==> src/rtl/uart_cmd_decoder_if.sv <==
// Purpose: bundles the received-character strobe, the play-menu qualifier and the decoded command outputs.
// Latency: none, this is wiring only.
// Backpressure: none; rx_valid is a one-cycle strobe with no ready return path.
// Ports (master = UART/game side, slave = decoder):
//   play_selected, rx_data, rx_valid            -> into the decoder
//   victory, opponent_ready, score, score_valid, frame_err <- out of the decoder
interface uart_cmd_decoder_if #(
    parameter int DATA_W        = 8,
    parameter int PAYLOAD_BYTES = 2
);
    logic                              play_selected;
    logic [DATA_W-1:0]                 rx_data;
    logic                              rx_valid;
    logic                              victory;
    logic                              opponent_ready;
    logic [DATA_W*PAYLOAD_BYTES-1:0]   score;
    logic                              score_valid;
    logic                              frame_err;

    modport master (
        output play_selected, rx_data, rx_valid,
        input  victory, opponent_ready, score, score_valid, frame_err
    );

    modport slave (
        input  play_selected, rx_data, rx_valid,
        output victory, opponent_ready, score, score_valid, frame_err
    );
endinterface

==> src/rtl/uart_cmd_decoder.sv <==
// Purpose: decodes opponent command bytes (victory, ready/heartbeat, multi-byte score frame) from the UART link.
// Latency: one cycle; every output is registered off the edge that samples the rx_valid byte.
// Backpressure: none; every rx_valid strobe is consumed in the cycle it arrives.
// Ports: clk, rst (async active-low) plain; cmd_if (slave) carries the rx strobe, play_selected and all decoded outputs.
module uart_cmd_decoder #(
    parameter int                 DATA_W        = 8,
    parameter logic [DATA_W-1:0]  CHAR_VICTORY  = 8'h4C,
    parameter logic [DATA_W-1:0]  CHAR_READY    = 8'h52,
    parameter logic [DATA_W-1:0]  CHAR_SCORE    = 8'h53,
    parameter int                 PAYLOAD_BYTES = 2,
    parameter int                 BYTE_TIMEOUT  = 1000,
    parameter int                 READY_HOLD    = 50000000
) (
    input  logic               clk,
    input  logic               rst,
    uart_cmd_decoder_if.slave  cmd_if
);
    localparam int SCORE_W = DATA_W * PAYLOAD_BYTES;
    // READY_HOLD=0 disables expiry; keep the counter at least one bit wide so it still elaborates.
    localparam int RDY_W   = (READY_HOLD > 0) ? $clog2(READY_HOLD + 1) : 1;
    localparam int GAP_W   = $clog2(BYTE_TIMEOUT + 1);
    localparam int IDX_W   = $clog2(PAYLOAD_BYTES + 1);

    localparam logic [RDY_W-1:0] RDY_LOAD = RDY_W'(READY_HOLD);
    localparam logic [GAP_W-1:0] GAP_LAST = GAP_W'(BYTE_TIMEOUT - 1);
    localparam logic [IDX_W-1:0] IDX_LAST = IDX_W'(PAYLOAD_BYTES - 1);

    typedef enum logic {S_IDLE, S_PAYLOAD} state_t;

    state_t               r_state,   w_state_nxt;
    logic [IDX_W-1:0]     r_idx,     w_idx_nxt;
    logic [GAP_W-1:0]     r_gap,     w_gap_nxt;
    logic [SCORE_W-1:0]   r_shift,   w_shift_nxt;
    logic [SCORE_W-1:0]   r_score,   w_score_nxt;
    logic [RDY_W-1:0]     r_rdy_cnt, w_rdy_cnt_nxt;
    logic                 r_ready,   w_ready_nxt;
    logic                 r_victory, w_victory_nxt;
    logic                 r_score_vld, w_score_vld_nxt;
    logic                 r_frame_err, w_frame_err_nxt;
    logic                 w_rdy_load;
    logic [SCORE_W-1:0]   w_assembled;

    // Bytes already in the assembly register move up one slot; the oldest ends up as the MSB.
    assign w_assembled = (r_shift << DATA_W) | SCORE_W'(cmd_if.rx_data);

    // Decode FSM: next state, frame assembly and the one-cycle pulses.
    always_comb begin
        w_state_nxt     = r_state;
        w_idx_nxt       = r_idx;
        w_gap_nxt       = r_gap;
        w_shift_nxt     = r_shift;
        w_score_nxt     = r_score;
        w_victory_nxt   = 1'b0;
        w_score_vld_nxt = 1'b0;
        w_frame_err_nxt = 1'b0;
        w_rdy_load      = 1'b0;

        case (r_state)
            S_IDLE: begin
                if (cmd_if.rx_valid) begin
                    if (cmd_if.rx_data == CHAR_VICTORY) begin
                        w_victory_nxt = 1'b1;
                    end else if (cmd_if.rx_data == CHAR_READY) begin
                        w_rdy_load = cmd_if.play_selected;
                    end else if (cmd_if.rx_data == CHAR_SCORE) begin
                        w_state_nxt = S_PAYLOAD;
                        w_idx_nxt   = '0;
                        w_gap_nxt   = '0;
                    end
                end
            end
            S_PAYLOAD: begin
                // Inside a frame every byte is data, even if it matches an opcode.
                if (cmd_if.rx_valid) begin
                    w_shift_nxt = w_assembled;
                    w_gap_nxt   = '0;
                    if (r_idx == IDX_LAST) begin
                        w_score_nxt     = w_assembled;
                        w_score_vld_nxt = 1'b1;
                        w_idx_nxt       = '0;
                        w_state_nxt     = S_IDLE;
                    end else begin
                        w_idx_nxt = r_idx + 1'b1;
                    end
                end else if (r_gap + 1'b1 == GAP_LAST) begin
                    // Partial frame is dropped; score keeps its last complete value.
                    w_frame_err_nxt = 1'b1;
                    w_gap_nxt       = '0;
                    w_idx_nxt       = '0;
                    w_state_nxt     = S_IDLE;
                end else begin
                    w_gap_nxt = r_gap + 1'b1;
                end
            end
            default: w_state_nxt = S_IDLE;
        endcase
    end

    // Opponent-ready level: leaving the play menu wins over a reload, a reload wins over victory/expiry.
    always_comb begin
        w_ready_nxt   = r_ready;
        w_rdy_cnt_nxt = r_rdy_cnt;
        if (!cmd_if.play_selected) begin
            w_ready_nxt   = 1'b0;
            w_rdy_cnt_nxt = '0;
        end else if (w_rdy_load) begin
            w_ready_nxt   = 1'b1;
            w_rdy_cnt_nxt = RDY_LOAD;
        end else if (w_victory_nxt) begin
            w_ready_nxt   = 1'b0;
            w_rdy_cnt_nxt = '0;
        end else if (r_ready && (READY_HOLD != 0)) begin
            // Dropping as the count goes 1->0 keeps the level high for exactly READY_HOLD cycles.
            w_rdy_cnt_nxt = r_rdy_cnt - 1'b1;
            if (r_rdy_cnt == RDY_W'(1)) begin
                w_ready_nxt = 1'b0;
            end
        end
    end

    always_ff @(posedge clk or negedge rst) begin
        if (!rst) begin
            r_state     <= S_IDLE;
            r_idx       <= '0;
            r_gap       <= '0;
            r_shift     <= '0;
            r_score     <= '0;
            r_rdy_cnt   <= '0;
            r_ready     <= 1'b0;
            r_victory   <= 1'b0;
            r_score_vld <= 1'b0;
            r_frame_err <= 1'b0;
        end else begin
            r_state     <= w_state_nxt;
            r_idx       <= w_idx_nxt;
            r_gap       <= w_gap_nxt;
            r_shift     <= w_shift_nxt;
            r_score     <= w_score_nxt;
            r_rdy_cnt   <= w_rdy_cnt_nxt;
            r_ready     <= w_ready_nxt;
            r_victory   <= w_victory_nxt;
            r_score_vld <= w_score_vld_nxt;
            r_frame_err <= w_frame_err_nxt;
        end
    end

    assign cmd_if.victory        = r_victory;
    assign cmd_if.opponent_ready = r_ready;
    assign cmd_if.score          = r_score;
    assign cmd_if.score_valid    = r_score_vld;
    assign cmd_if.frame_err      = r_frame_err;
endmodule

==> src/flat_wrapper.sv <==
// flat-port wrapper written by rule: the top's interface ports become plain ports
module uart_cmd_decoder_flat 
#(
    parameter int                 DATA_W        = 8,
    parameter logic [DATA_W-1:0]  CHAR_VICTORY  = 8'h4C,
    parameter logic [DATA_W-1:0]  CHAR_READY    = 8'h52,
    parameter logic [DATA_W-1:0]  CHAR_SCORE    = 8'h53,
    parameter int                 PAYLOAD_BYTES = 2,
    parameter int                 BYTE_TIMEOUT  = 1000,
    parameter int                 READY_HOLD    = 50000000
)
  (clk, rst, cmd_if_play_selected, cmd_if_rx_data, cmd_if_rx_valid, cmd_if_victory, cmd_if_opponent_ready, cmd_if_score, cmd_if_score_valid, cmd_if_frame_err);
  uart_cmd_decoder_if #(.DATA_W(DATA_W), .PAYLOAD_BYTES(PAYLOAD_BYTES)) cmd_if_i ();
  input  logic clk;
  input  logic rst;
  input wire logic [$bits(cmd_if_i.play_selected)-1:0] cmd_if_play_selected;
  input wire logic [$bits(cmd_if_i.rx_data)-1:0] cmd_if_rx_data;
  input wire logic [$bits(cmd_if_i.rx_valid)-1:0] cmd_if_rx_valid;
  output wire logic [$bits(cmd_if_i.victory)-1:0] cmd_if_victory;
  output wire logic [$bits(cmd_if_i.opponent_ready)-1:0] cmd_if_opponent_ready;
  output wire logic [$bits(cmd_if_i.score)-1:0] cmd_if_score;
  output wire logic [$bits(cmd_if_i.score_valid)-1:0] cmd_if_score_valid;
  output wire logic [$bits(cmd_if_i.frame_err)-1:0] cmd_if_frame_err;
  assign cmd_if_i.play_selected = cmd_if_play_selected;
  assign cmd_if_i.rx_data = cmd_if_rx_data;
  assign cmd_if_i.rx_valid = cmd_if_rx_valid;
  assign cmd_if_victory = cmd_if_i.victory;
  assign cmd_if_opponent_ready = cmd_if_i.opponent_ready;
  assign cmd_if_score = cmd_if_i.score;
  assign cmd_if_score_valid = cmd_if_i.score_valid;
  assign cmd_if_frame_err = cmd_if_i.frame_err;
  uart_cmd_decoder #(.DATA_W(DATA_W), .CHAR_VICTORY(CHAR_VICTORY), .CHAR_READY(CHAR_READY), .CHAR_SCORE(CHAR_SCORE), .PAYLOAD_BYTES(PAYLOAD_BYTES), .BYTE_TIMEOUT(BYTE_TIMEOUT), .READY_HOLD(READY_HOLD)) u_core (.clk(clk), .rst(rst), .cmd_if(cmd_if_i));
endmodule
==> config.mk <==
export PLATFORM = sky130hd
export DESIGN_NAME = uart_cmd_decoder_flat
export DESIGN_NICKNAME = d
export VERILOG_FILES = /design/src/rtl/uart_cmd_decoder_if.sv /design/src/rtl/uart_cmd_decoder.sv /design/src/flat_wrapper.sv
export SDC_FILE = /design/constraint.sdc
export NUM_CORES = 1
export LEC_CHECK = 0
export ABC_AREA = 0
export CORE_UTILIZATION = 39
export DETAILED_ROUTE_END_ITERATION = 10
export GPL_ROUTABILITY_DRIVEN = 0
export PLACE_DENSITY = 0.61
export SLEW_MARGIN = 10
export SYNTH_ARGS = -nofsm -noshare
export SYNTH_HDL_FRONTEND = slang
export SYNTH_SLANG_ARGS = --single-unit
==> constraint.sdc <==
create_clock -name clk -period 3.6 [get_ports clk]
set_input_delay 0.72 -clock clk [delete_from_list [all_inputs] [get_ports clk]]
set_output_delay 0.72 -clock clk [all_outputs]
set_load 0.02 [all_outputs]
# After elaboration in Yosys (flattened, before gate mapping)

Cells that the tools add are included.

Register bits after elaboration: 67
Word-level logic and storage cells: 76
Input bits: 12
Output and inout bits: 20

Equality and inequality tests: 12
Add/subtract/negate cells: 3
Reductions and logical operators: 4
Mux-type cells: 45
Bitwise operators: 2

Operators by type and width:

| operator                                                                | count |
|---|---|
| 26-bit 2-to-1 mux                                                       | 4 |
| 10-bit 2-to-1 mux                                                       | 6 |
| 26-bit by 1-bit equality test with 1-bit output, second input constant  | 1 |
| 26-bit by 1-bit subtractor with 26-bit output, second input constant    | 1 |
| 1-bit 2-to-1 mux                                                        | 25 |
| 8-bit by 7-bit equality test with 1-bit output, second input constant   | 3 |
| 10-bit case mux with 2 select lines                                     | 1 |
| 16-bit by 8-bit OR with 16-bit output                                   | 1 |
| 2-bit 2-to-1 mux                                                        | 7 |
| 10-bit by 1-bit adder with 10-bit output, second input constant         | 1 |
| 10-bit equality test, second input constant                             | 1 |
| 2-bit inequality test, second input constant                            | 3 |
| 5-bit AND reduction                                                     | 1 |
| 4-bit by 1-bit inequality test with 1-bit output, second input constant | 1 |
| 2-bit case mux with 2 select lines                                      | 1 |
| 4-bit AND reduction                                                     | 1 |
| 3-bit inequality test, second input constant                            | 1 |
| 3-bit AND reduction                                                     | 1 |
| 2-bit by 1-bit adder with 2-bit output, second input constant           | 1 |
| 2-bit by 1-bit equality test with 1-bit output, second input constant   | 1 |
| 2-bit by 1-bit inequality test with 1-bit output, second input constant | 1 |
| 1-bit case mux with 2 select lines                                      | 1 |
| 2-bit AND reduction                                                     | 1 |
| 1-bit inverter                                                          | 1 |

# Logic depth before layout (Yosys ltp)

Gate-level depths: netlist of the first run.

Depth in word-level cells: 7
Gate-level depth with buffers: 10
Depth with buffers taken out: 8

# Worst setup path before layout of the first run

OpenSTA, ideal clock, no wires.

Kind: input to register
From: input cmd_if_rx_valid
To: register u_core.r_score[10], in the netlist u_core.cmd_if.score[10]
Library setup time: 0.065 ns
Data arrival time: 2.247 ns
Required time: 3.535 ns
Cell stages on the path: 8
Buffers on the path: 3
Slack: 1.288 ns
Path through: clkbuf_1 -> nand2_1 -> or2_2 -> clkbuf_1 -> clkinv_1 -> buf_1 -> nand2_1 -> nand2_1

Cells in the longest elaborated chain, start to end: 1

RTL lines:

| element                              | line                    | RTL |
|---|---|---|
| start: declaration                   | flat_wrapper.sv:18      | `input wire logic [$bits(cmd_if_i.rx_valid)-1:0] cmd_if_rx_valid;` |
| 3-bit AND reduction (no source line) | -                       |  |
| end signal: assignment               | uart_cmd_decoder.sv:138 | `r_score <= w_score_nxt;` |
| end: declaration                     | uart_cmd_decoder.sv:34  | `logic [SCORE_W-1:0] r_score, w_score_nxt;` |

No other way between the ends.
A chain may end at the register's enable or synchronous reset.

# Worst setup path in the final report of the first run

From: input cmd_if_rx_valid
To: register u_core.r_score[6], in the netlist u_core.cmd_if.score[6]

Same word-level chain as after synthesis.

==> results of run 1 <==
-- power by group --
part / switching (mW) / total [mW] / internal, mW
sequential: 0.0634 / 0.906 / 0.843
combinational: 0.143 / 0.270 / 0.127
clock: 0.303 / 0.641 / 0.339
total: 0.509 / 1.82 / 1.31
-- worst register-to-register path: stages (launching register included) --
cell and delay, ns:
dfrtp_1 0.42, or3_1 0.44, or4_1 0.59, nor4_1 0.52, nand2_1 0.12, xor2_1 0.16
o21ai_1 0.07
-- cell usage after synthesis, types with 2 or more instances --
library cell and count:
nand3_1 7, nand2b_1 3, nor4_1 5, mux2_2 9, nor2b_1 3, nor2_1 31, a21o_1 3, nand2_1 68
a21oi_1 12, or3_1 8, o21ai_1 2, and3_1 3, or2_2 3, a31oi_1 2, xor2_1 3, or4_1 3
ha_1 4, dfrtp_1 67, nor3_1 6, a22o_1 3, nand4_1 5, nor3b_1 2, nor4bb_1 2, xnor2_1 20
nor3_2 3, o21ai_0 20, nor4_2 2, inv_1 7, clkbuf_1 12
-- cells by family (layout without fill, tap and decap cells) --
family	Yosys count	count (layout)
compound gates	47	47
xor+xnor	23	23
fa+ha+maj	4	4
buf+inv	23	60
flops	67	67
mux	9	9
simple gates	159	159
-- registers in the layout, indices dropped and copies added (netlist names), 2 cells and up --
name / flops
u_core.r_idx: 2
u_core.r_rdy_cnt: 26
u_core.r_shift: 8
u_core.cmd_if.score: 16
u_core.r_gap: 10
-- path summary, 6_finish.rpt --
check                      slack (ns)                  from                   endpoint  depth (start not counted)
max                              1.08       cmd_if_rx_valid     u_core.cmd_if.score[6]                          7
min                              0.33                   rst  u_core.cmd_if.score_valid                          1
max reg2reg                      1.16  u_core.r_rdy_cnt[12]       u_core.r_rdy_cnt[25]                          6
min reg2reg                      0.46     u_core.r_shift[2]    u_core.cmd_if.score[10]                          2
max in group asynchronous        2.52                   rst          u_core.r_shift[4]                          2
min in group clk                 0.46     u_core.r_shift[2]    u_core.cmd_if.score[10]                          2
-- per-layer routing --
layer,GRT usage,wire length (um)
met2,0.277,2960
met5,0,0
met3,0.0558,258
met1,0.218,3090
met4,0.0547,74
-- layout make-up --
cell class,instances,area (um2)
repair buffers,36,343
clock inverters,6,63.8
multi-input cells,242,1420
fillers,737,4010
inverters,8,30.0
flip-flops and latches,67,1680
clock buffers,10,138
well taps,102,128
-- through the flow --
stage	hold WS [ns]	area, um2	util	instances	power, mW
final	0.333	3800	0.487	471	1.82
after global placement	0.449	3600	0.461	455	1.19
after detailed placement	0.456	3600	0.461	455	1.19
after floorplan	0.424	3190	-	332	1.07
after CTS	0.335	3800	0.487	471	1.84
after global routing	0.345	3800	0.487	471	1.91
==> impl_results.md, run 1 <==
* Status: completed
* CTS tree: yes
* Worst path top cell family by delay: buffers and inverters
* Initial detailed-routing violation count at 65
* Post-Synth Simple-Gate Area at 0.250
* Worst Path Max Fanout at 17
* Number of flops mapped to enable cells by yosys at 0
* Chip Height at 92.5 um
* DRC at 0
* Static Leakage at 1.78 nW
* Post-synthesis cell type count at 43
* Synthesized flop and latch total at 67
* Initial core utilization at 0.409
* Min-delay worst type: input port to asynchronous set/reset pin
* Power density over the cells at 478 nW/um2
* Compound-Gate Fraction of Synth Area at 0.0846
* Top cell type's share of synthesized area at 0.525
* Post-synthesis xor/xnor area fraction at 0.0631
* Area share of fa/ha/maj cells after synthesis at 0.0157
* Die area at 8550 um2
* CTS Buf Count at 9
* Crit path buf inv count at 3
* Worst-margin pin slew at 0.804 ns
* Required @ worst endpoint at 3.84 ns
* Setup ws final at 1.08 ns
* Endpoints failing hold at 0
* Dpl ws at 0.699 ns
* Via count at 2376
* Critical path capture point type: flip-flop
* Largest net degree at the start of global routing at 30
* Vias in the first global route at 2410
* FP Rows at 32
* Clock transition at path regs at 0.07 ns
* Share of the yosys chip area belonging to registers at 0.525
* Clock Sink Count at 67
* Die Width at 92.5 um
* Max-slew violations at 0
* RSZ-0062 raised after global routing: no
* Fin crit share at 0.699
* Largest family of logic cells by synthesized area: simple AND/OR/NAND/NOR gates
* I/O Buffers at 31
* ANT nets after route at 0
* Worst path cell trace: clkdlybuf4s50_1 -> nand2_1 -> buf_4 -> or2_2 -> clkinv_1 -> nand2_1 -> nand2_1
* Syn Inst Count at 332
* WP data arrival at 2.75 ns
* Gr usage total at 0.172
* Setup repair bufs after CTS at 0
* Prevailing post-synth register cell: dfrtp_1
* Worst VDD drop at 0.240 mV
* Minimum clock period at 2.52 ns
* Longest Clk Path Bufs at 2
* Final nets at 380
* Ys async rst share at 1.00
* Area grow syn2layout at 19.0%
* Cell area after synthesis at 3190 um2
* Synth area leaders: dfrtp_1 (53%), nand2_1 (8.0%), xnor2_1 (5.5%)
* Core area at 7810 um2
* Setup Crit Path Kind: input port to flip-flop
* Mapped Nets at 348
* Setup TNS at 0 ns
* GR Overflow Total at 0
* Mux cell area share after synthesis at 0.0317
* Total wire length at 6.38 mm
* First-pass GRT wire length at 11.3 mm
* Routed WL per cell at 13.5 um
* Drt first pass iters at 4
* Most frequent cells in the layout: nand2_1 (68), dfrtp_1 (67), nor2_1 (31)
* Final setup viols at 0
* YS warnings at 0
* Commonest non-fill, non-tap cell in the layout: nand2_1
* Number of max-cap violations at 0
* Post-DP HPWL at 4.41 mm
* Hold-fix buffers, CTS at 0
* Yosys top cell by area: dfrtp_1
* Cell chosen for the clock root: clkbuf_8
* Ant. Diodes at 0
* H-tree depth at 3
* Slowest stage delay, CP at 0.57 ns
* Skew final at 0.0110 ns
* Avg Cell Area, Syn at 9.62 um2
* I/O Pins at 32
* Initial antenna violation count at 0
* Setup crit start kind: input port
* Slowest cell on crit path: clkdlybuf4s50_1
* Worst-Skew Late Latency at 0.35 ns
* Worst path most repeated cell: nand2_1
* F_max at 0.397 GHz
* Vias per cell at 5.04
* Rel. slew slack at 0.464
* Fraction of layout cells with a size suffix above 1 at 0.117
* Number of gates resized after CTS at 0
(Power assumes the default switching activity.)
==> run 2: changes to the inputs <==
--- a/config.mk
+++ b/config.mk
@@ -9,7 +9,7 @@
 export CORE_UTILIZATION = 39
 export DETAILED_ROUTE_END_ITERATION = 10
 export GPL_ROUTABILITY_DRIVEN = 0
-export PLACE_DENSITY = 0.61
+export PLACE_DENSITY = 0.63
 export SLEW_MARGIN = 10
 export SYNTH_ARGS = -nofsm -noshare
 export SYNTH_HDL_FRONTEND = slang
==> constraint.sdc (replaced) <==
create_clock -name clk -period 2.2 [get_ports clk]
set_input_delay 0.44 -clock clk [delete_from_list [all_inputs] [get_ports clk]]
set_output_delay 0.44 -clock clk [all_outputs]
set_load 0.02 [all_outputs]
==> run 2 against run 1 <==
Clock power rose by 38%. Die area did not move. Non-clock buffer count rose by 36. Critical endpoint is now u_core.r_rdy_cnt[20]. Largest cell class unchanged.
==> impl_results.md, run 2 (synthesis gave the netlist of run 1 again) <==
* Status: completed
* H-tree depth at 3
* Setup Crit Path Kind: flip-flop to flip-flop
* Required @ worst endpoint at 2.41 ns
* Minimum clock period at 2.15 ns
* Cell chosen for the clock root: clkbuf_8
* Initial antenna violation count at 0
* Worst path top cell family by delay: simple AND/OR/NAND/NOR gates
* Fin crit share at 0.977
* Longest Clk Path Bufs at 2
* Largest net degree at the start of global routing at 68
* Setup crit start kind: flip-flop
* ANT nets after route at 0
* Clock Sink Count at 67
* Initial core utilization at 0.409
* Fraction of layout cells with a size suffix above 1 at 0.213
* Ant. Diodes at 0
* Most flop-heavy register: u_core.r_rdy_cnt
* Gr usage total at 0.177
* Worst path cell trace: or4_4 -> or4_4 -> or2_4 -> nor4_4 -> xnor2_1 -> o21ai_2
* Worst Path Max Fanout at 5
* Final setup viols at 0
* Drt first pass iters at 4
* Vias in the first global route at 2553
* Via count at 2508
* RSZ-0062 raised after global routing: yes
* Crit path depth at 6
* Die area at 8550 um2
* Hold WS at 0.108 ns
* Clock transition at path regs at 0.07 ns
* Worst-margin pin slew at 0.711 ns
* Worst Reg-to-Reg Cells at 6
* DRC at 0
* Worst-Skew Late Latency at 0.33 ns
* Final nets at 416
* Share of the core filled with cells at 0.531
* F_max at 0.465 GHz
* Critical path capture point type: flip-flop
* Flip-flop count of the largest register after layout at 26
* WP data arrival at 2.36 ns
* Static Leakage at 1.97 nW
* Post-DP HPWL at 4.68 mm
* CTS Buf Count at 9
* Power density over the cells at 687 nW/um2
* Die Width at 92.5 um
* Initial detailed-routing violation count at 100
* CTS tree: yes
* Crit path buf inv count at 0
* FP Rows at 32
* Most frequent cells in the layout: nand2_1 (67), dfrtp_1 (67), buf_4 (38)
* Rel. slew slack at 0.526
* Max-slew violations at 0
* Slowest cell on crit path: or4_4
* Vias per cell at 4.97
* Area grow syn2layout at 29.9%
* Routed WL per cell at 13.4 um
* Chip Height at 92.5 um
* I/O Buffers at 31
* Setup repair bufs after CTS at 0
* Endpoints failing hold at 0
* Total wire length at 6.77 mm
* Worst VDD drop at 0.417 mV
* Min-delay worst type: input port to asynchronous set/reset pin
* First-pass GRT wire length at 11.8 mm
* Number of max-cap violations at 0
* GR Overflow Total at 0
* Core area at 7810 um2
* Worst path most repeated cell: or4_4
* I/O Pins at 32
* Slowest stage delay, CP at 0.54 ns
* Hold-fix buffers, CTS at 0
* Skew final at 0.00603 ns
* Layout fillers at 725
## run 2: area by class of cell
cell class | count | area [um2] | share of cell area
Clock inverter | 2 | 12.5 | 0.00302
Timing Repair Buffer | 72 | 642 | 0.155
Multi-Input combinational cell | 242 | 1500 | 0.363
Clock buffer | 12 | 155 | 0.0374
Inverter | 8 | 30.0 | 0.00724
Sequential cell | 67 | 1680 | 0.404
Tap cell | 102 | 128 | 0.0308
## run 2: metrics by stage
stage               total power [mW]  setup WS (ns)  setup TNS [ns]  area, um2  std cells
floorplan                       1.75         0.0238               0       3190        332
global placement                1.97        -0.0564          -0.297       3890        491
detailed placement              1.99        -0.0905          -0.762       3890        491
CTS                             2.89        0.00480               0       4080        505
global route                    3.02        -0.0332         -0.0557       4150        505
finish                          2.85         0.0517               0       4150        505
## run 2: what timing repair did
action	CTS	global route
setup endpoints to repair	5	12
resized for setup	3	14
pin swaps	0	7
## run 2: path summary, 6_finish.rpt
| path | start | to | slack (ns) |
|---|---|---|---|
| min in group clk | u_core.r_shift[3] | u_core.cmd_if.score[11] | 0.47 |
| max in group asynchronous | rst | u_core.r_idx[1] | 1.78 |
| worst min register to register | u_core.r_shift[3] | u_core.cmd_if.score[11] | 0.47 |
| worst max register to register | u_core.r_rdy_cnt[6] | u_core.r_rdy_cnt[20] | 0.05 |
| worst max-delay path | u_core.r_rdy_cnt[6] | u_core.r_rdy_cnt[20] | 0.05 |
| worst min-delay path | rst | u_core.r_rdy_cnt[9] | 0.11 |
## run 2: report_power, final
group          switching [mW]  internal (mW)
Sequential             0.0992           1.38
Combinational           0.248          0.238
Clock                   0.428          0.457
Total                   0.775           2.07
## run 2: metal layers
metal,vias to the layer above,GRT usage,share of wire
met3,5,0.0550,0.034
li1,1258,-,-
met4,0,0.0508,0.011
met2,37,0.278,0.48
met1,1208,0.234,0.47
met5,-,0,0
## run 2: worst register-to-register path: cells and delay by family (launching register included)
kind,cells,cell delay [ns]
AOI/OAI and AO/OA,1,0.07
xor gates and xnor gates,1,0.16
DFF,1,0.38
and+or+nand+nor,4,1.41
